$ cat src/rtl/iter_multdiv.sv
// -----------------------------------------------------------------------------
// iter_multdiv
//
// Iterative signed 32-bit multiplier / divider. A start pulse captures both
// operands and the operation. The core then runs 32 shift-add (multiply) or
// restoring shift-subtract (divide) steps on the operand magnitudes, one per
// clock. A finishing edge applies the result sign, detects exceptions and
// registers the outputs. The result then sits in DONE for one cycle with
// data_resultRDY high.
//
// Timing, counting the start edge as edge 0:
//   edges 1..32  iterations
//   edge 33      result, exception and RDY registered; FSM enters DONE
//   edge 34      FSM leaves DONE; a start pulse on this edge is accepted
// This gives one operation every 34 cycles when operations run back to back.
//
// Ports
//   clock           in   master clock, rising edge
//   reset           in   synchronous, active-high reset
//   data_operandA   in   32  signed multiplicand / dividend
//   data_operandB   in   32  signed multiplier / divisor
//   ctrl_MULT       in   1   start a multiply (wins if ctrl_DIV is also high)
//   ctrl_DIV        in   1   start a divide
//   data_result     out  32  registered signed result, held until next completion
//   data_exception  out  1   registered overflow / divide-by-zero flag
//   data_resultRDY  out  1   one-cycle completion strobe
// -----------------------------------------------------------------------------
module iter_multdiv (
    input  logic        clock,
    input  logic        reset,
    input  logic [31:0] data_operandA,
    input  logic [31:0] data_operandB,
    input  logic        ctrl_MULT,
    input  logic        ctrl_DIV,
    output logic [31:0] data_result,
    output logic        data_exception,
    output logic        data_resultRDY
);

    localparam int DATA_W = 32;

    typedef enum logic [1:0] {
        IDLE = 2'd0,
        BUSY = 2'd1,
        DONE = 2'd2
    } state_t;

    state_t state, state_nxt;

    // control
    logic [4:0] cnt;
    logic       iter_end;      // set once the 32nd iteration has been done
    logic       start;
    logic       iterate;
    logic       finish;

    // datapath (no reset: every field is loaded on start before it is used)
    logic              op_mul;
    logic              res_neg;
    logic [DATA_W-1:0] opnd;   // multiplicand (mul) or divisor (div) magnitude
    logic [DATA_W-1:0] upper;  // product high half / partial remainder
    logic [DATA_W-1:0] lower;  // product low half + multiplier / quotient + dividend

    logic [DATA_W:0]   mul_sum;
    logic [DATA_W:0]   div_shift;
    logic              div_ge;
    logic [DATA_W-1:0] div_sub;

    logic [DATA_W-1:0] fin_result;
    logic              fin_exc;

    // -------------------------------------------------------------------------
    // Helper functions
    // -------------------------------------------------------------------------
    // |v|; the most negative value maps to 2^31, which is exact as unsigned.
    function automatic logic [DATA_W-1:0] magnitude(input logic [DATA_W-1:0] v);
        return v[DATA_W-1] ? (~v + 32'd1) : v;
    endfunction

    function automatic logic [2*DATA_W-1:0] apply_sign64(input logic [2*DATA_W-1:0] v,
                                                         input logic neg);
        return neg ? (~v + 64'd1) : v;
    endfunction

    // The signed product fits in 32 bits only if bits 63..31 are one sign run.
    function automatic logic mul_overflow(input logic [2*DATA_W-1:0] p);
        return !((&p[2*DATA_W-1:DATA_W-1]) || !(|p[2*DATA_W-1:DATA_W-1]));
    endfunction

    // Saturating divide finish: returns {exception, result}.
    // A positive quotient with bit 31 set can only be 2^31, which comes from
    // 0x80000000 / -1 and is not representable.
    function automatic logic [DATA_W:0] div_finish(input logic [DATA_W-1:0] q,
                                                   input logic neg,
                                                   input logic div_zero);
        logic [DATA_W-1:0] q_signed;
        q_signed = neg ? (~q + 32'd1) : q;
        if (div_zero)
            return {1'b1, {DATA_W{1'b0}}};
        else if (!neg && q[DATA_W-1])
            return {1'b1, {DATA_W{1'b0}}};
        else
            return {1'b0, q_signed};
    endfunction

    // -------------------------------------------------------------------------
    // FSM next state and step controls
    // -------------------------------------------------------------------------
    always_comb begin
        state_nxt = state;
        start     = 1'b0;
        iterate   = 1'b0;
        finish    = 1'b0;
        case (state)
            IDLE: begin
                start = ctrl_MULT || ctrl_DIV;
                if (start)
                    state_nxt = BUSY;
            end
            BUSY: begin
                if (iter_end) begin
                    finish    = 1'b1;
                    state_nxt = DONE;
                end else begin
                    iterate = 1'b1;
                end
            end
            DONE: begin
                // Leaving DONE doubles as the earliest start edge.
                start     = ctrl_MULT || ctrl_DIV;
                state_nxt = start ? BUSY : IDLE;
            end
            default: state_nxt = IDLE;
        endcase
    end

    // -------------------------------------------------------------------------
    // Iteration step logic
    // -------------------------------------------------------------------------
    always_comb begin
        // shift-add: add multiplicand when the current multiplier bit is set
        mul_sum   = {1'b0, upper} + (lower[0] ? {1'b0, opnd} : {(DATA_W+1){1'b0}});
        // restoring divide: bring in the next dividend bit and trial-subtract
        div_shift = {upper, lower[DATA_W-1]};
        div_ge    = (div_shift >= {1'b0, opnd});
        // when div_ge the true difference is below the divisor, so 32 bits hold it
        div_sub   = div_shift[DATA_W-1:0] - opnd;
    end

    // -------------------------------------------------------------------------
    // Result finishing (from registered state only)
    // -------------------------------------------------------------------------
    always_comb begin
        logic [2*DATA_W-1:0] prod;
        logic [DATA_W:0]     dres;
        prod = apply_sign64({upper, lower}, res_neg);
        dres = div_finish(lower, res_neg, (opnd == '0));
        if (op_mul) begin
            fin_result = prod[DATA_W-1:0];
            fin_exc    = mul_overflow(prod);
        end else begin
            fin_result = dres[DATA_W-1:0];
            fin_exc    = dres[DATA_W];
        end
    end

    // -------------------------------------------------------------------------
    // Control and output registers
    // -------------------------------------------------------------------------
    always_ff @(posedge clock) begin
        if (reset) begin
            state          <= IDLE;
            cnt            <= 5'd0;
            iter_end       <= 1'b0;
            data_result    <= '0;
            data_exception <= 1'b0;
            data_resultRDY <= 1'b0;
        end else begin
            state          <= state_nxt;
            data_resultRDY <= finish;
            if (start) begin
                cnt      <= 5'd0;
                iter_end <= 1'b0;
            end else if (iterate) begin
                cnt <= cnt + 5'd1;
                if (cnt == 5'd31)
                    iter_end <= 1'b1;
            end
            if (finish) begin
                data_result    <= fin_result;
                data_exception <= fin_exc;
            end
        end
    end

    // -------------------------------------------------------------------------
    // Datapath registers
    // -------------------------------------------------------------------------
    always_ff @(posedge clock) begin
        if (start) begin
            op_mul  <= ctrl_MULT;
            res_neg <= data_operandA[DATA_W-1] ^ data_operandB[DATA_W-1];
            upper   <= '0;
            if (ctrl_MULT) begin
                opnd  <= magnitude(data_operandA);
                lower <= magnitude(data_operandB);
            end else begin
                opnd  <= magnitude(data_operandB);
                lower <= magnitude(data_operandA);
            end
        end else if (iterate) begin
            if (op_mul) begin
                upper <= mul_sum[DATA_W:1];
                lower <= {mul_sum[0], lower[DATA_W-1:1]};
            end else begin
                upper <= div_ge ? div_sub : div_shift[DATA_W-1:0];
                lower <= {lower[DATA_W-2:0], div_ge};
            end
        end
    end

endmodule

$ cat config.mk
export PLATFORM = sky130hd
export DESIGN_NAME = iter_multdiv
export DESIGN_NICKNAME = d
export VERILOG_FILES = /design/src/rtl/iter_multdiv.sv
export SDC_FILE = /design/constraint.sdc
export NUM_CORES = 1
export LEC_CHECK = 0
export ABC_CLOCK_PERIOD_IN_PS = 4200
export BUFFER_PORTS_ARGS = -buffer_cell sky130_fd_sc_hd__clkbuf_2
export CORE_MARGIN = 2
export CORE_UTILIZATION = 58
export CTS_CLUSTER_DIAMETER = 30
export DETAILED_ROUTE_END_ITERATION = 10
export PLACE_DENSITY = 0.77
export SYNTH_ARGS = -nofsm -noshare
export SYNTH_HDL_FRONTEND = slang
export SYNTH_SLANG_ARGS = --single-unit
$ cat constraint.sdc
create_clock -name clock -period 4.2 [get_ports clock]
set_clock_uncertainty 0.1 [all_clocks]
set_input_delay 0.84 -clock clock [delete_from_list [all_inputs] [get_ports clock]]
set_output_delay 0.84 -clock clock [all_outputs]
set_load 0.005 [all_outputs]
==> flow_summary.html, run 1 <==
<table>
<tr><th>Metric</th><th>Value</th></tr>
<tr><th colspan="2">Timing</th></tr>
<tr><td>Slew Limit Fails</td><td>0</td></tr>
<tr><td>Slew HR</td><td>0.200</td></tr>
<tr><td>Count of final hold-check violations</td><td>0</td></tr>
<tr><td>Share of the cycle needed by the critical path after routing</td><td>0.920</td></tr>
<tr><td>Least-Margin Pin Slew</td><td>1.20 ns</td></tr>
<tr><td>Maximum clock rate</td><td>0.259 GHz</td></tr>
<tr><td>Total setup violations reported at the end of the flow</td><td>0</td></tr>
<tr><td>Setup repair after global routing missed its margin</td><td>no</td></tr>
<tr><td>Setup TNS after final layout</td><td>0 ns</td></tr>
<tr><td>Post-layout minimum cycle time</td><td>3.87 ns</td></tr>
<tr><th colspan="2">Clocking</th></tr>
<tr><td>Cts repair resizes</td><td>0</td></tr>
<tr><td>Clock network latency to the later pin of the worst-skew pair</td><td>0.44 ns</td></tr>
<tr><td>Buffers inserted by post-CTS timing repair</td><td>0</td></tr>
<tr><td>TritonCTS Buffers</td><td>17</td></tr>
<tr><td>CTS hold repair buffers</td><td>0</td></tr>
<tr><td>Clock Root Buffer</td><td>sky130_fd_sc_hd__clkbuf_16</td></tr>
<tr><td>Post-CTS clock slew at the launch and capture registers of the worst setup and hold paths</td><td>0.08 ns</td></tr>
<tr><td>Number of levels in the clock H-tree</td><td>4</td></tr>
<tr><td>TritonCTS clock tree</td><td>yes</td></tr>
<tr><td>Clock tree sinks</td><td>140</td></tr>
<tr><td>Maximum root-to-sink buffer count</td><td>2</td></tr>
<tr><th colspan="2">Die</th></tr>
<tr><td># IOs</td><td>102</td></tr>
<tr><td>Vertical die dimension</td><td>154 um</td></tr>
<tr><td>Starting utilization of the core area</td><td>0.593</td></tr>
<tr><td>Standard-cell row count</td><td>54</td></tr>
<tr><td>Area enclosed by the die boundary</td><td>23600 sq um</td></tr>
<tr><td>Chip width</td><td>154 um</td></tr>
<tr><td>Placeable Area</td><td>21900 sq um</td></tr>
<tr><th colspan="2">Setup path</th></tr>
<tr><td>Combined buffer and inverter count along the critical path</td><td>3</td></tr>
<tr><td>Worst-case reg-to-reg path depth</td><td>14</td></tr>
<tr><td>Most common cell on crit path</td><td>sky130_fd_sc_hd__nor2_1</td></tr>
<tr><td>Kind of cell adding the most delay to the critical path</td><td>compound AO/OA/AOI/OAI gates</td></tr>
<tr><td>CP Data Arrival Time</td><td>4.10 ns</td></tr>
<tr><td>R2R Setup Slk</td><td>0.33 ns</td></tr>
<tr><td>Category of the most critical setup path</td><td>flop to flop</td></tr>
<tr><td>Critical-path top delay cell</td><td>sky130_fd_sc_hd__a41oi_1</td></tr>
<tr><td>Largest stage delay, worst path</td><td>0.45 ns</td></tr>
<tr><td>Worst path cell trace</td><td>inv_1, buf_12, nor2_1, ha_1, a211oi_1, nor2_1, a41oi_1, a2111oi_0, buf_4, o2111ai_1, a31oi_1, or4_1, and3_1, o31a_1</td></tr>
<tr><td>Crit path capture type</td><td>flop</td></tr>
<tr><td>Required time at the endpoint of the critical path</td><td>4.44 ns</td></tr>
<tr><td>Origin of the critical flop-to-flop path</td><td>lower[0]</td></tr>
<tr><td>Setup crit start kind</td><td>flop</td></tr>
<tr><td>Reg-to-reg critical path endpoint</td><td>upper[28]</td></tr>
<tr><td>Worst-path fanout max</td><td>31</td></tr>
<tr><th colspan="2">Finish</th></tr>
<tr><td>Non-filler cells in the finished layout</td><td>1959</td></tr>
<tr><td>Number of diodes</td><td>0</td></tr>
<tr><td>Number of filler instances in the final layout</td><td>1933</td></tr>
<tr><td>Area growth, synth to finish</td><td>11.7%</td></tr>
<tr><td>Multi-input combinational cell area</td><td>8950 sq um</td></tr>
<tr><td>Layout cell share with drive strength beyond 1</td><td>0.129</td></tr>
<tr><td>Net count of the finished layout</td><td>1805</td></tr>
<tr><td>FF/Latch Area</td><td>3460 sq um</td></tr>
<tr><th colspan="2">Placed design</th></tr>
<tr><td>Quantity of I/O buffers inserted on ports</td><td>101</td></tr>
<tr><td>Final RePlAce weighted congestion</td><td>1.02</td></tr>
<tr><td>HPWL after detailed placement</td><td>32600 um</td></tr>
<tr><td>Dpl cells</td><td>1927</td></tr>
<tr><th colspan="2">Yosys</th></tr>
<tr><td>Share of flip-flops with an asynchronous set or reset</td><td>0</td></tr>
<tr><td>Post-synthesis instance area</td><td>13000 sq um</td></tr>
<tr><td>Number of warning messages in the yosys log</td><td>0</td></tr>
<tr><td>Leading cell type by number of instances after synthesis</td><td>sky130_fd_sc_hd__nor2_1</td></tr>
<tr><td>Syn Inst Count</td><td>1587</td></tr>
<tr><td>Seq cells post-synth</td><td>140</td></tr>
<tr><td>Top-area cell type share of the netlist area</td><td>0.153</td></tr>
<tr><td>Area leader, netlist</td><td>sky130_fd_sc_hd__edfxtp_1</td></tr>
<tr><td>Biggest area contributors in the synthesized netlist</td><td>sky130_fd_sc_hd__edfxtp_1 15%, sky130_fd_sc_hd__dfxtp_1 11%, sky130_fd_sc_hd__ha_1 6.7%</td></tr>
<tr><td>Count of different cell masters after synthesis</td><td>81</td></tr>
<tr><td>Portion of the post-synthesis area used by sequential elements</td><td>0.267</td></tr>
<tr><td>Post-synth top cells</td><td>177 x sky130_fd_sc_hd__nor2_1, 115 x sky130_fd_sc_hd__nand2_1, 98 x sky130_fd_sc_hd__o21ai_0, 85 x sky130_fd_sc_hd__xor2_1, 81 x sky130_fd_sc_hd__a21oi_1</td></tr>
<tr><td>Net count after synthesis</td><td>1726</td></tr>
<tr><td>Most used flip-flop cell after synthesis</td><td>sky130_fd_sc_hd__dfxtp_1</td></tr>
<tr><td>Mean post-synth cell area</td><td>8.18 sq um</td></tr>
<tr><td>Number of enable flip-flop cells after synthesis</td><td>66</td></tr>
<tr><th colspan="2">Hold path</th></tr>
<tr><td>Worst hold path endpoint</td><td>cnt[4]</td></tr>
<tr><td>Hold Path Stages</td><td>2</td></tr>
<tr><td>Hold path startpoint</td><td>cnt[4]</td></tr>
<tr><td>Hold crit path type</td><td>flop to flop</td></tr>
<tr><th colspan="2">Detailed routing</th></tr>
<tr><td>Via count</td><td>12900</td></tr>
<tr><td>First-pass DRT Iterations</td><td>6</td></tr>
<tr><td>DRC errors left</td><td>0</td></tr>
<tr><td>Wire length reported by the detailed router</td><td>42700 um</td></tr>
<tr><td>Post-detailed-route wirelength per cell</td><td>21.8 um</td></tr>
<tr><td>Final ANT Viol Nets</td><td>0</td></tr>
<tr><td>Via/cell ratio</td><td>6.61</td></tr>
<tr><td>1st-iter DRT viols</td><td>1216</td></tr>
<tr><th colspan="2">GRT</th></tr>
<tr><td>Global router's overall resource usage</td><td>0.359</td></tr>
<tr><td>Number of global-route vias before repair</td><td>12400</td></tr>
<tr><td>First-pass GRT wire length</td><td>67200 um</td></tr>
<tr><td>Sum of overflow across all layers after global routing</td><td>0</td></tr>
<tr><td>Antenna violations before repair</td><td>0</td></tr>
<tr><td>Largest net degree at the start of global routing</td><td>55</td></tr>
<tr><th colspan="2">Run status</th></tr>
<tr><td>Run status</td><td>completed</td></tr>
<tr><th colspan="2">Pwr</th></tr>
<tr><td>Power per Cell Area</td><td>452 nW/um^2</td></tr>
<tr><td>Worst-case vdd ir drop</td><td>0.000294 V</td></tr>
<tr><td>Leakage power</td><td>6.13 nW</td></tr>
<tr><th colspan="2">Flow run</th></tr>
<tr><td>Count of maximum capacitance violations</td><td>0</td></tr>
</table>
==> placed cells by master, fill, tap and decap left out, types with 18 or more instances in the layout <==
cell type and count:
sky130_fd_sc_hd__a211oi_1 21, sky130_fd_sc_hd__a21o_1 36, sky130_fd_sc_hd__a21oi_1 80, sky130_fd_sc_hd__a22oi_1 34, sky130_fd_sc_hd__buf_4 46, sky130_fd_sc_hd__clkbuf_2 101, sky130_fd_sc_hd__dfxtp_1 74, sky130_fd_sc_hd__edfxtp_1 66
sky130_fd_sc_hd__ha_1 69, sky130_fd_sc_hd__inv_1 54, sky130_fd_sc_hd__mux2i_1 75, sky130_fd_sc_hd__nand2_1 115, sky130_fd_sc_hd__nand3_1 26, sky130_fd_sc_hd__nand4_1 18, sky130_fd_sc_hd__nor2_1 177, sky130_fd_sc_hd__nor3_1 26
sky130_fd_sc_hd__nor4_1 29, sky130_fd_sc_hd__o21ai_0 98, sky130_fd_sc_hd__o31ai_1 41, sky130_fd_sc_hd__o41ai_1 23, sky130_fd_sc_hd__or3_1 22, sky130_fd_sc_hd__xnor2_1 80, sky130_fd_sc_hd__xor2_1 85
==> registers in the layout, summed over array words and instances (netlist names) <==
name            flops
cnt                 5
data_exception      1
data_result        32
data_resultRDY      1
iter_end            1
lower              32
op_mul              1
opnd               32
res_neg             1
state               2
upper              32
==> final cells by class <==
| cell class | count | area share |
|---|---|---|
| Sequential cell | 140 | 0.239 |
| Timing Repair Buffer | 149 | 0.0615 |
| Multi-Input combinational cell | 1301 | 0.618 |
| Tap cell | 280 | 0.0242 |
| Inverter | 57 | 0.0148 |
| Clock inverter | 15 | 0.0130 |
| Clock buffer | 17 | 0.0294 |
==> metrics by stage <==
stage                util  power [mW]  area [sq um]  hold WS, ns  worst slack (ns)
floorplan               -        4.05         13000        0.341             0.425
global placement    0.634        4.85         13900        0.346             0.115
detailed placement  0.634        4.89         13900        0.356            0.0703
CTS                 0.662        6.47         14500        0.367             0.433
global route        0.662        6.91         14500        0.394             0.170
finish              0.662        6.54         14500        0.369             0.334
==> worst max-delay path by stage <==
| stage | from | cells past startpoint | endpoint |
|---|---|---|---|
| 2_1_floorplan | data_operandA[10] | 10 | lower[21] |
| 3_3_place_gp | data_operandA[10] | 10 | lower[21] |
| 3_5_place_dp | data_operandA[10] | 10 | lower[21] |
| 4_1_cts | lower[0] | 14 | upper[28] |
| 5_1_grt | upper[1] | 9 | data_exception |
| 6_report | lower[0] | 14 | upper[28] |
==> cell families after synthesis <==
logic type / after synthesis / synth area share
simple gates: 521 / 0.203
compound gates: 460 / 0.240
xor+xnor: 165 / 0.111
buf+inv: 146 / 0.0434
flops: 140 / 0.267
mux: 84 / 0.0657
fa+ha+maj: 71 / 0.0696
==> layer usage <==
metal,GRT usage,part of all wire
met5,0,0
met4,0.205,0.058
met3,0.0561,0.079
met2,0.587,0.46
met1,0.452,0.40
==> power by group <==
| group | total, mW | internal, mW | leakage [nW] | switching [mW] |
|---|---|---|---|---|
| Sequential | 2.01 | 1.65 | 1.26 | 0.359 |
| Clock | 1.58 | 0.814 | 0.299 | 0.768 |
| Combinational | 2.95 | 1.20 | 4.57 | 1.76 |
==> worst min-delay path: stages, from the launching register on <==
cell	delay, ns
sky130_fd_sc_hd__dfxtp_1	0.32
sky130_fd_sc_hd__nand2_1	0.05
sky130_fd_sc_hd__a21oi_1	0.05
Power figures use the tool's default switching activity.
==> inputs of run 2 (changes only) <==
- ABC_CLOCK_PERIOD_IN_PS: 4200 -> 3800
- clock period: 4.2 -> 3.8 ns (I/O delays scaled with it)
==> run 2 against run 1 <==
Critical path depth shrank 3. Setup slack lost 0.16 ns. Non-clock buffer count grew 70. Critical endpoint is now data_exception. Global-route usage rose by 0.23 points. Routed wire length up 0.91%. Sequential share of layout area is 0.97 points lower.
==> flow_summary.html, run 2 (synthesis gave the netlist of run 1 again) <==
<table>
<tr><th>Metric</th><th>Value</th></tr>
<tr><th colspan="2">Clocking</th></tr>
<tr><td>TritonCTS Buffers</td><td>17 (unchanged)</td></tr>
<tr><td>TritonCTS clock tree</td><td>yes</td></tr>
<tr><td>Maximum root-to-sink buffer count</td><td>2 (unchanged)</td></tr>
<tr><td>CTS hold repair buffers</td><td>0 (unchanged)</td></tr>
<tr><td>Buffers inserted by post-CTS timing repair</td><td>0 (unchanged)</td></tr>
<tr><td>Clock tree sinks</td><td>140 (unchanged)</td></tr>
<tr><td>Clock Root Buffer</td><td>sky130_fd_sc_hd__clkbuf_16</td></tr>
<tr><td>Clock network latency to the later pin of the worst-skew pair</td><td>0.44 ns (about the same)</td></tr>
<tr><td>Number of levels in the clock H-tree</td><td>4 (unchanged)</td></tr>
<tr><td>Post-CTS clock slew at the launch and capture registers of the worst setup and hold paths</td><td>0.07 ns (about the same)</td></tr>
<tr><th colspan="2">Setup path</th></tr>
<tr><td>Origin of the critical flop-to-flop path</td><td>lower[11]</td></tr>
<tr><td>Worst path cell trace</td><td>or4_4, nor4bb_1, buf_4, nand4_4, or3_1, a21o_1, a2111o_1, a211o_1, nor4_2, buf_4, a211oi_1</td></tr>
<tr><td>Worst-path fanout max</td><td>8 (-74%)</td></tr>
<tr><td>Most common cell on crit path</td><td>sky130_fd_sc_hd__buf_4</td></tr>
<tr><td>CP Data Arrival Time</td><td>3.85 ns (-0.25 ns)</td></tr>
<tr><td>Kind of cell adding the most delay to the critical path</td><td>simple AND/OR/NAND/NOR gates</td></tr>
<tr><td>Largest stage delay, worst path</td><td>0.58 ns (+0.13 ns)</td></tr>
<tr><td>Total number of cells along the worst setup path</td><td>11 (-3)</td></tr>
<tr><td>Required time at the endpoint of the critical path</td><td>4.02 ns (-0.42 ns)</td></tr>
<tr><td>Worst-case reg-to-reg path depth</td><td>11 (-3)</td></tr>
<tr><td>Critical-path top delay cell</td><td>sky130_fd_sc_hd__or4_4</td></tr>
<tr><td>Combined buffer and inverter count along the critical path</td><td>2 (-1)</td></tr>
<tr><td>Crit path capture type</td><td>flop</td></tr>
<tr><td>Reg-to-reg critical path endpoint</td><td>data_exception</td></tr>
<tr><td>Setup crit start kind</td><td>flop</td></tr>
<tr><td>R2R Setup Slk</td><td>0.17 ns (-0.16 ns)</td></tr>
<tr><td>Category of the most critical setup path</td><td>flop to flop</td></tr>
<tr><th colspan="2">Timing</th></tr>
<tr><td>Count of final hold-check violations</td><td>0 (unchanged)</td></tr>
<tr><td>Slew HR</td><td>0.408 (+0.209)</td></tr>
<tr><td>Setup repair after global routing missed its margin</td><td>no</td></tr>
<tr><td>Slew Limit Fails</td><td>0 (unchanged)</td></tr>
<tr><td>Maximum clock rate</td><td>0.275 GHz (+6.5%)</td></tr>
<tr><td>Share of the cycle needed by the critical path after routing</td><td>0.955 (+0.0350)</td></tr>
<tr><td>Least-Margin Pin Slew</td><td>0.887 ns (-0.313 ns)</td></tr>
<tr><td>Post-layout minimum cycle time</td><td>3.63 ns (-0.235 ns)</td></tr>
<tr><td>Total setup violations reported at the end of the flow</td><td>0 (unchanged)</td></tr>
<tr><th colspan="2">Pwr</th></tr>
<tr><td>Worst-case vdd ir drop</td><td>0.000356 V (+21%)</td></tr>
<tr><td>Post-layout power</td><td>7.47 mW (+14%)</td></tr>
<tr><td>Leakage power</td><td>6.47 nW (+5.6%)</td></tr>
<tr><td>Power per Cell Area</td><td>494 nW/um^2 (+9.5%)</td></tr>
<tr><th colspan="2">Placed design</th></tr>
<tr><td>Dpl cells</td><td>1997 (+3.6%)</td></tr>
<tr><td>Quantity of I/O buffers inserted on ports</td><td>101 (unchanged)</td></tr>
<tr><td>HPWL after detailed placement</td><td>33200 um (+1.9%)</td></tr>
<tr><td>Final RePlAce weighted congestion</td><td>0.997 (-2.2%)</td></tr>
<tr><th colspan="2">Finish</th></tr>
<tr><td>Multi-input combinational cell area</td><td>9000 sq um (+0.53%)</td></tr>
<tr><td>Layout cell share with drive strength beyond 1</td><td>0.168 (+0.0389)</td></tr>
<tr><td>Commonest non-fill, non-tap cell in the layout</td><td>sky130_fd_sc_hd__nor2_1</td></tr>
<tr><td>Net count of the finished layout</td><td>1875 (+3.9%)</td></tr>
<tr><td>Non-filler cells in the finished layout</td><td>2029 (+3.6%)</td></tr>
<tr><td>FF/Latch Area</td><td>3460 sq um (unchanged)</td></tr>
<tr><td>Area growth, synth to finish</td><td>16.4%</td></tr>
<tr><td>Most frequent cells in the layout</td><td>177 x sky130_fd_sc_hd__nor2_1, 115 x sky130_fd_sc_hd__nand2_1, 112 x sky130_fd_sc_hd__buf_4</td></tr>
<tr><td>Number of diodes</td><td>0 (unchanged)</td></tr>
<tr><td>Number of filler instances in the final layout</td><td>1833 (-5.2%)</td></tr>
<tr><th colspan="2">Detailed routing</th></tr>
<tr><td>First-pass DRT Iterations</td><td>7 (+1)</td></tr>
<tr><td>Post-detailed-route wirelength per cell</td><td>21.2 um (-2.6%)</td></tr>
<tr><td>Wire length reported by the detailed router</td><td>43100 um (+0.91%)</td></tr>
<tr><td>1st-iter DRT viols</td><td>1212 (-0.33%)</td></tr>
<tr><td>DRC errors left</td><td>0 (unchanged)</td></tr>
<tr><td>Via/cell ratio</td><td>6.54 (-0.97%)</td></tr>
<tr><td>Via count</td><td>13300 (+2.6%)</td></tr>
<tr><td>Final ANT Viol Nets</td><td>0 (unchanged)</td></tr>
<tr><th colspan="2">GRT</th></tr>
<tr><td>Number of global-route vias before repair</td><td>12800 (+2.8%)</td></tr>
<tr><td>First-pass GRT wire length</td><td>67900 um (+0.99%)</td></tr>
<tr><td>Sum of overflow across all layers after global routing</td><td>0 (unchanged)</td></tr>
<tr><td>Antenna violations before repair</td><td>0 (unchanged)</td></tr>
<tr><td>Largest net degree at the start of global routing</td><td>65 (+18%)</td></tr>
<tr><td>Global router's overall resource usage</td><td>0.361 (+0.00226)</td></tr>
<tr><th colspan="2">Hold path</th></tr>
<tr><td>Hold crit path type</td><td>flop to flop</td></tr>
<tr><td>Worst hold path endpoint</td><td>cnt[4]</td></tr>
<tr><td>Hold path startpoint</td><td>cnt[4]</td></tr>
<tr><td>Hold Path Stages</td><td>2 (unchanged)</td></tr>
<tr><th colspan="2">Die</th></tr>
<tr><td>Starting utilization of the core area</td><td>0.593 (unchanged)</td></tr>
<tr><td>Placeable Area</td><td>21900 sq um (unchanged)</td></tr>
<tr><td># IOs</td><td>102 (unchanged)</td></tr>
<tr><td>Vertical die dimension</td><td>154 um (unchanged)</td></tr>
<tr><td>Standard-cell row count</td><td>54 (unchanged)</td></tr>
<tr><td>Area enclosed by the die boundary</td><td>23600 sq um (unchanged)</td></tr>
<tr><td>Chip width</td><td>154 um (unchanged)</td></tr>
<tr><th colspan="2">Run status</th></tr>
<tr><td>Run status</td><td>completed</td></tr>
<tr><th colspan="2">Flow run</th></tr>
<tr><td>Count of maximum capacitance violations</td><td>0 (unchanged)</td></tr>
</table>
## run 2: cell types whose count changed in the layout (fill, tap and decap cells not counted), sizes merged
cell	delta
buf	+70
clkinv	-1
inv	+1
## run 2: what timing repair did
action                     in CTS  in global routing
pin swaps                       0                  1
resized for setup               1                  8
setup endpoints to repair       1                  4
## run 2: per-stage QoR
stage / util / instance area (sq um) / setup slack [ns] / TNS (ns) / hold WS [ns]
after CTS: 0.688 / 15100 / 0.0360 / 0 / 0.371
final: 0.690 / 15100 / 0.170 / 0 / 0.368
after global routing: 0.690 / 15100 / 0.0234 / 0 / 0.402
after detailed placement: 0.659 / 14400 / -0.138 / -0.926 / 0.361
after global placement: 0.659 / 14400 / -0.124 / -0.611 / 0.349
after floorplan: - / 13000 / 0.105 / 0 / 0.341
## run 2: routing by layer
| layer | share of wire | vias to the layer above | global-route usage |
|---|---|---|---|
| met5 | 0 | - | 0 |
| met4 | 0.066 | 0 | 0.221 |
| met3 | 0.076 | 159 | 0.0507 |
| met2 | 0.46 | 694 | 0.596 |
| met1 | 0.39 | 6189 | 0.448 |
| li1 | - | 6234 | - |
## run 2: worst max-delay path by stage
stage	slack, ns	to	from
final	0.17	data_exception	lower[11]
after global placement	-0.12	lower[27]	data_operandA[10]
after floorplan	0.10	lower[21]	data_operandA[10]
after detailed placement	-0.14	lower[27]	data_operandA[10]
after global routing	0.02	data_exception	lower[11]
after CTS	0.04	data_exception	lower[11]
## run 2: final cells by class
| class | count | area share |
|---|---|---|
| clock inverters | 15 | 0.0123 |
| clock buffers | 17 | 0.0282 |
| repair buffers | 219 | 0.0965 |
| inverters | 57 | 0.0142 |
| flip-flops and latches | 140 | 0.229 |
| multi-input cells | 1301 | 0.596 |
| well taps | 280 | 0.0232 |
## run 2: worst reg2reg max path: cells and delay by family (launching register included)
kind	cells	cell delay (ns)
buffers and inverters	2	0.38
flip-flops	1	0.40
AND/OR/NAND/NOR	5	1.81
AO/OA/AOI/OAI	4	0.83
## run 2: report_power, final
group | internal [mW] | switching (mW) | leakage [nW]
clock network | 0.898 | 0.830 | 0.298
registers | 1.82 | 0.348 | 1.26
logic | 1.50 | 2.07 | 4.92
total | 4.22 | 3.25 | 6.47
==> inputs of run 3 (changes only) <==
- ABC_CLOCK_PERIOD_IN_PS: 3800 -> 4100
- clock period: 3.8 -> 4.1 ns (I/O delays scaled with it)
==> run 3 against run 2 <==
Sequential share of layout area increased by 0.74 points. Sequential cell count unchanged. Largest power group unchanged. Routed wire length decreased by 1.4%. Global-route usage decreased by 0.46 points.
==> flow_summary.html, run 3 (synthesis gave the netlist of run 1 again) <==
<table>
<tr><th>Metric</th><th>Value</th></tr>
<tr><th colspan="2">Pwr</th></tr>
<tr><td>Sequential cell fraction of total power</td><td>0.305 (+0.014)</td></tr>
<tr><td>Clock network fraction of design power</td><td>0.237 (+0.006)</td></tr>
<tr><td>Switching pwr</td><td>2.96 mW (-8.8%)</td></tr>
<tr><td>Internal Dissipation</td><td>3.79 mW (-10%)</td></tr>
<tr><td>Power per Cell Area</td><td>461 nW/um^2 (-6.7%)</td></tr>
<tr><td>Worst-case vdd ir drop</td><td>0.000270 V (-24%)</td></tr>
<tr><td>Sw frac</td><td>0.439 (+0.00411)</td></tr>
<tr><td>Combinational power share</td><td>0.457 (-0.021)</td></tr>
<tr><td>Post-layout power</td><td>6.75 mW (-9.6%)</td></tr>
<tr><td>Leakage power</td><td>6.19 nW (-4.3%)</td></tr>
<tr><th colspan="2">GRT</th></tr>
<tr><td>Number of global-route vias before repair</td><td>12600 (-1.6%)</td></tr>
<tr><td>Largest net degree at the start of global routing</td><td>47 (-28%)</td></tr>
<tr><td>First-pass GRT wire length</td><td>66800 um (-1.6%)</td></tr>
<tr><td>Sum of overflow across all layers after global routing</td><td>0 (unchanged)</td></tr>
<tr><td>Global router's overall resource usage</td><td>0.357 (-0.00458)</td></tr>
<tr><td>Antenna violations before repair</td><td>0 (unchanged)</td></tr>
<tr><th colspan="2">Timing</th></tr>
<tr><td>Least-Margin Pin Slew</td><td>0.993 ns (+0.106 ns)</td></tr>
<tr><td>Total setup violations reported at the end of the flow</td><td>0 (unchanged)</td></tr>
<tr><td>Setup TNS after final layout</td><td>0 ns (unchanged)</td></tr>
<tr><td>Slew HR</td><td>0.338 (-0.0707)</td></tr>
<tr><td>Share of the cycle needed by the critical path after routing</td><td>0.964 (+0.00911)</td></tr>
<tr><td>Post-route worst setup slack</td><td>0.146 ns (-0.0240 ns)</td></tr>
<tr><td>Maximum clock rate</td><td>0.253 GHz (-8.2%)</td></tr>
<tr><td>Post-layout minimum cycle time</td><td>3.95 ns (+0.324 ns)</td></tr>
<tr><td>Slew Limit Fails</td><td>0 (unchanged)</td></tr>
<tr><td>Setup repair after global routing missed its margin</td><td>no</td></tr>
<tr><td>Count of final hold-check violations</td><td>0 (unchanged)</td></tr>
<tr><th colspan="2">Setup path</th></tr>
<tr><td>Worst path cell trace</td><td>or4_4, nor4bb_1, buf_4, nand4_4, or3_1, a21o_1, a2111o_1, a211o_1, nor4_1, a211oi_1</td></tr>
<tr><td>Required time at the endpoint of the critical path</td><td>4.31 ns (+0.29 ns)</td></tr>
<tr><td>Worst-path fanout max</td><td>10 (+2)</td></tr>
<tr><td>Kind of cell adding the most delay to the critical path</td><td>simple AND/OR/NAND/NOR gates</td></tr>
<tr><td>Critical-path top delay cell</td><td>sky130_fd_sc_hd__or4_4</td></tr>
<tr><td>Crit path capture type</td><td>flop</td></tr>
<tr><td>Setup crit start kind</td><td>flop</td></tr>
<tr><td>Category of the most critical setup path</td><td>flop to flop</td></tr>
<tr><td>CP Data Arrival Time</td><td>4.16 ns (+0.31 ns)</td></tr>
<tr><td>Largest stage delay, worst path</td><td>0.59 ns (about the same)</td></tr>
<tr><td>Combined buffer and inverter count along the critical path</td><td>1 (-1)</td></tr>
<tr><th colspan="2">Clocking</th></tr>
<tr><td>TritonCTS Buffers</td><td>17 (unchanged)</td></tr>
<tr><td>Clock network latency to the later pin of the worst-skew pair</td><td>0.44 ns (about the same)</td></tr>
<tr><td>Clock Root Buffer</td><td>sky130_fd_sc_hd__clkbuf_16</td></tr>
<tr><td>TritonCTS clock tree</td><td>yes</td></tr>
<tr><td>Maximum root-to-sink buffer count</td><td>2 (unchanged)</td></tr>
<tr><td>CTS hold repair buffers</td><td>0 (unchanged)</td></tr>
<tr><td>Post-CTS clock slew at the launch and capture registers of the worst setup and hold paths</td><td>0.07 ns (about the same)</td></tr>
<tr><td>Number of levels in the clock H-tree</td><td>4 (unchanged)</td></tr>
<tr><td>Clock tree sinks</td><td>140 (unchanged)</td></tr>
<tr><th colspan="2">Placed design</th></tr>
<tr><td>Quantity of I/O buffers inserted on ports</td><td>101 (unchanged)</td></tr>
<tr><td>HPWL after detailed placement</td><td>32800 um (-1.4%)</td></tr>
<tr><td>DP Worst Slack</td><td>0.0135 ns (+0.152 ns)</td></tr>
<tr><td>Dpl cells</td><td>1941 (-2.8%)</td></tr>
<tr><td>Final RePlAce weighted congestion</td><td>0.974 (-2.2%)</td></tr>
<tr><th colspan="2">Detailed routing</th></tr>
<tr><td>Wire length reported by the detailed router</td><td>42500 um (-1.4%)</td></tr>
<tr><td>Post-detailed-route wirelength per cell</td><td>21.5 um (+1.4%)</td></tr>
<tr><td>1st-iter DRT viols</td><td>1418 (+17%)</td></tr>
<tr><td>Final ANT Viol Nets</td><td>0 (unchanged)</td></tr>
<tr><td>Via count</td><td>13000 (-2.0%)</td></tr>
<tr><td>DRC errors left</td><td>0 (unchanged)</td></tr>
<tr><td>First-pass DRT Iterations</td><td>6 (-1)</td></tr>
<tr><td>Via/cell ratio</td><td>6.60 (+0.79%)</td></tr>
<tr><th colspan="2">Die</th></tr>
<tr><td>Vertical die dimension</td><td>154 um (unchanged)</td></tr>
<tr><td>Area enclosed by the die boundary</td><td>23600 sq um (unchanged)</td></tr>
<tr><td>Chip width</td><td>154 um (unchanged)</td></tr>
<tr><td>Standard-cell row count</td><td>54 (unchanged)</td></tr>
<tr><td>Placeable Area</td><td>21900 sq um (unchanged)</td></tr>
<tr><td># IOs</td><td>102 (unchanged)</td></tr>
<tr><td>Starting utilization of the core area</td><td>0.593 (unchanged)</td></tr>
<tr><th colspan="2">Finish</th></tr>
<tr><td>Net count of the finished layout</td><td>1819 (-3.0%)</td></tr>
<tr><td>Layout cell share with drive strength beyond 1</td><td>0.138 (-0.0305)</td></tr>
<tr><td>FF/Latch Area</td><td>3460 sq um (unchanged)</td></tr>
<tr><td>Number of diodes</td><td>0 (unchanged)</td></tr>
<tr><td>Multi-input combinational cell area</td><td>8980 sq um (-0.26%)</td></tr>
<tr><td>Number of filler instances in the final layout</td><td>1856 (+1.3%)</td></tr>
<tr><td>Most frequent cells in the layout</td><td>177 x sky130_fd_sc_hd__nor2_1, 115 x sky130_fd_sc_hd__nand2_1, 101 x sky130_fd_sc_hd__clkbuf_2</td></tr>
<tr><td>Non-filler cells in the finished layout</td><td>1973 (-2.8%)</td></tr>
<tr><td>Area growth, synth to finish</td><td>12.7%</td></tr>
<tr><td>Commonest non-fill, non-tap cell in the layout</td><td>sky130_fd_sc_hd__nor2_1</td></tr>
<tr><th colspan="2">Run status</th></tr>
<tr><td>Run status</td><td>completed</td></tr>
<tr><th colspan="2">Flow run</th></tr>
<tr><td>Count of maximum capacitance violations</td><td>0 (unchanged)</td></tr>
<tr><th colspan="2">Hold path</th></tr>
<tr><td>Hold crit path type</td><td>flop to flop</td></tr>
</table>
-- run 3: changes by cell type in the layout (fill, tap and decap cells not counted), moves of 2 or more --
cell | before | now
sky130_fd_sc_hd__buf_4 | 112 | 60
sky130_fd_sc_hd__clkinv_8 | 5 | 7
sky130_fd_sc_hd__nor4_1 | 26 | 29
sky130_fd_sc_hd__inv_6 | 4 | 2
sky130_fd_sc_hd__nor4_2 | 6 | 3
sky130_fd_sc_hd__buf_12 | 5 | 2
-- run 3: what timing repair did --
action                                  4_1_cts  5_1_grt
gates resized for setup                       0        3
endpoints found under the setup margin        0        2
buffers inserted                              0        0
-- run 3: tightest hold or removal path: cells and delay by family, from the launching register on --
family | cells | cell delay (ns)
compound gates | 1 | 0.06
simple gates | 1 | 0.06
flops | 1 | 0.33
-- run 3: final timing paths --
path / start / endpoint / slack, ns / cells past startpoint
worst min register to register: cnt[4] / cnt[4] / 0.39 / 2
worst max register to register: lower[11] / data_exception / 0.15 / 10
worst max-delay path: lower[11] / data_exception / 0.15 / 10
worst min-delay path: cnt[4] / cnt[4] / 0.39 / 2
-- run 3: power groups by stage --
stage                     Sequential [mW]  Clock, mW  Combinational (mW)
after floorplan                      1.89          0                2.25
after global placement               2.06          0                2.95
after detailed placement             2.07          0                2.99
after CTS                            2.04       1.61                3.02
after global routing                 2.08       1.66                3.36
final                                2.06       1.60                3.09
-- run 3: final cells by class --
cell class / count / area share
Clock inverter: 15 / 0.0136
Sequential cell: 140 / 0.237
Clock buffer: 17 / 0.0291
Tap cell: 280 / 0.0240
Timing Repair Buffer: 163 / 0.0681
Inverter: 57 / 0.0146
Multi-Input combinational cell: 1301 / 0.614
-- run 3: through the flow --
step	utilization	hold slack (ns)	cell area (sq um)
4_1_cts	0.667	0.374	14600
2_1_floorplan	-	0.341	13000
6_report	0.668	0.388	14600
3_3_place_gp	0.639	0.347	14000
5_1_grt	0.668	0.411	14600
3_5_place_dp	0.639	0.363	14000
-- run 3: metal layers --
layer / vias to the layer above / part of all wire / track usage
li1: 6121 / - / -
met1: 6065 / 0.39 / 0.445
met2: 690 / 0.46 / 0.579
met3: 136 / 0.085 / 0.0505
met4: 0 / 0.066 / 0.230
met5: - / 0 / 0
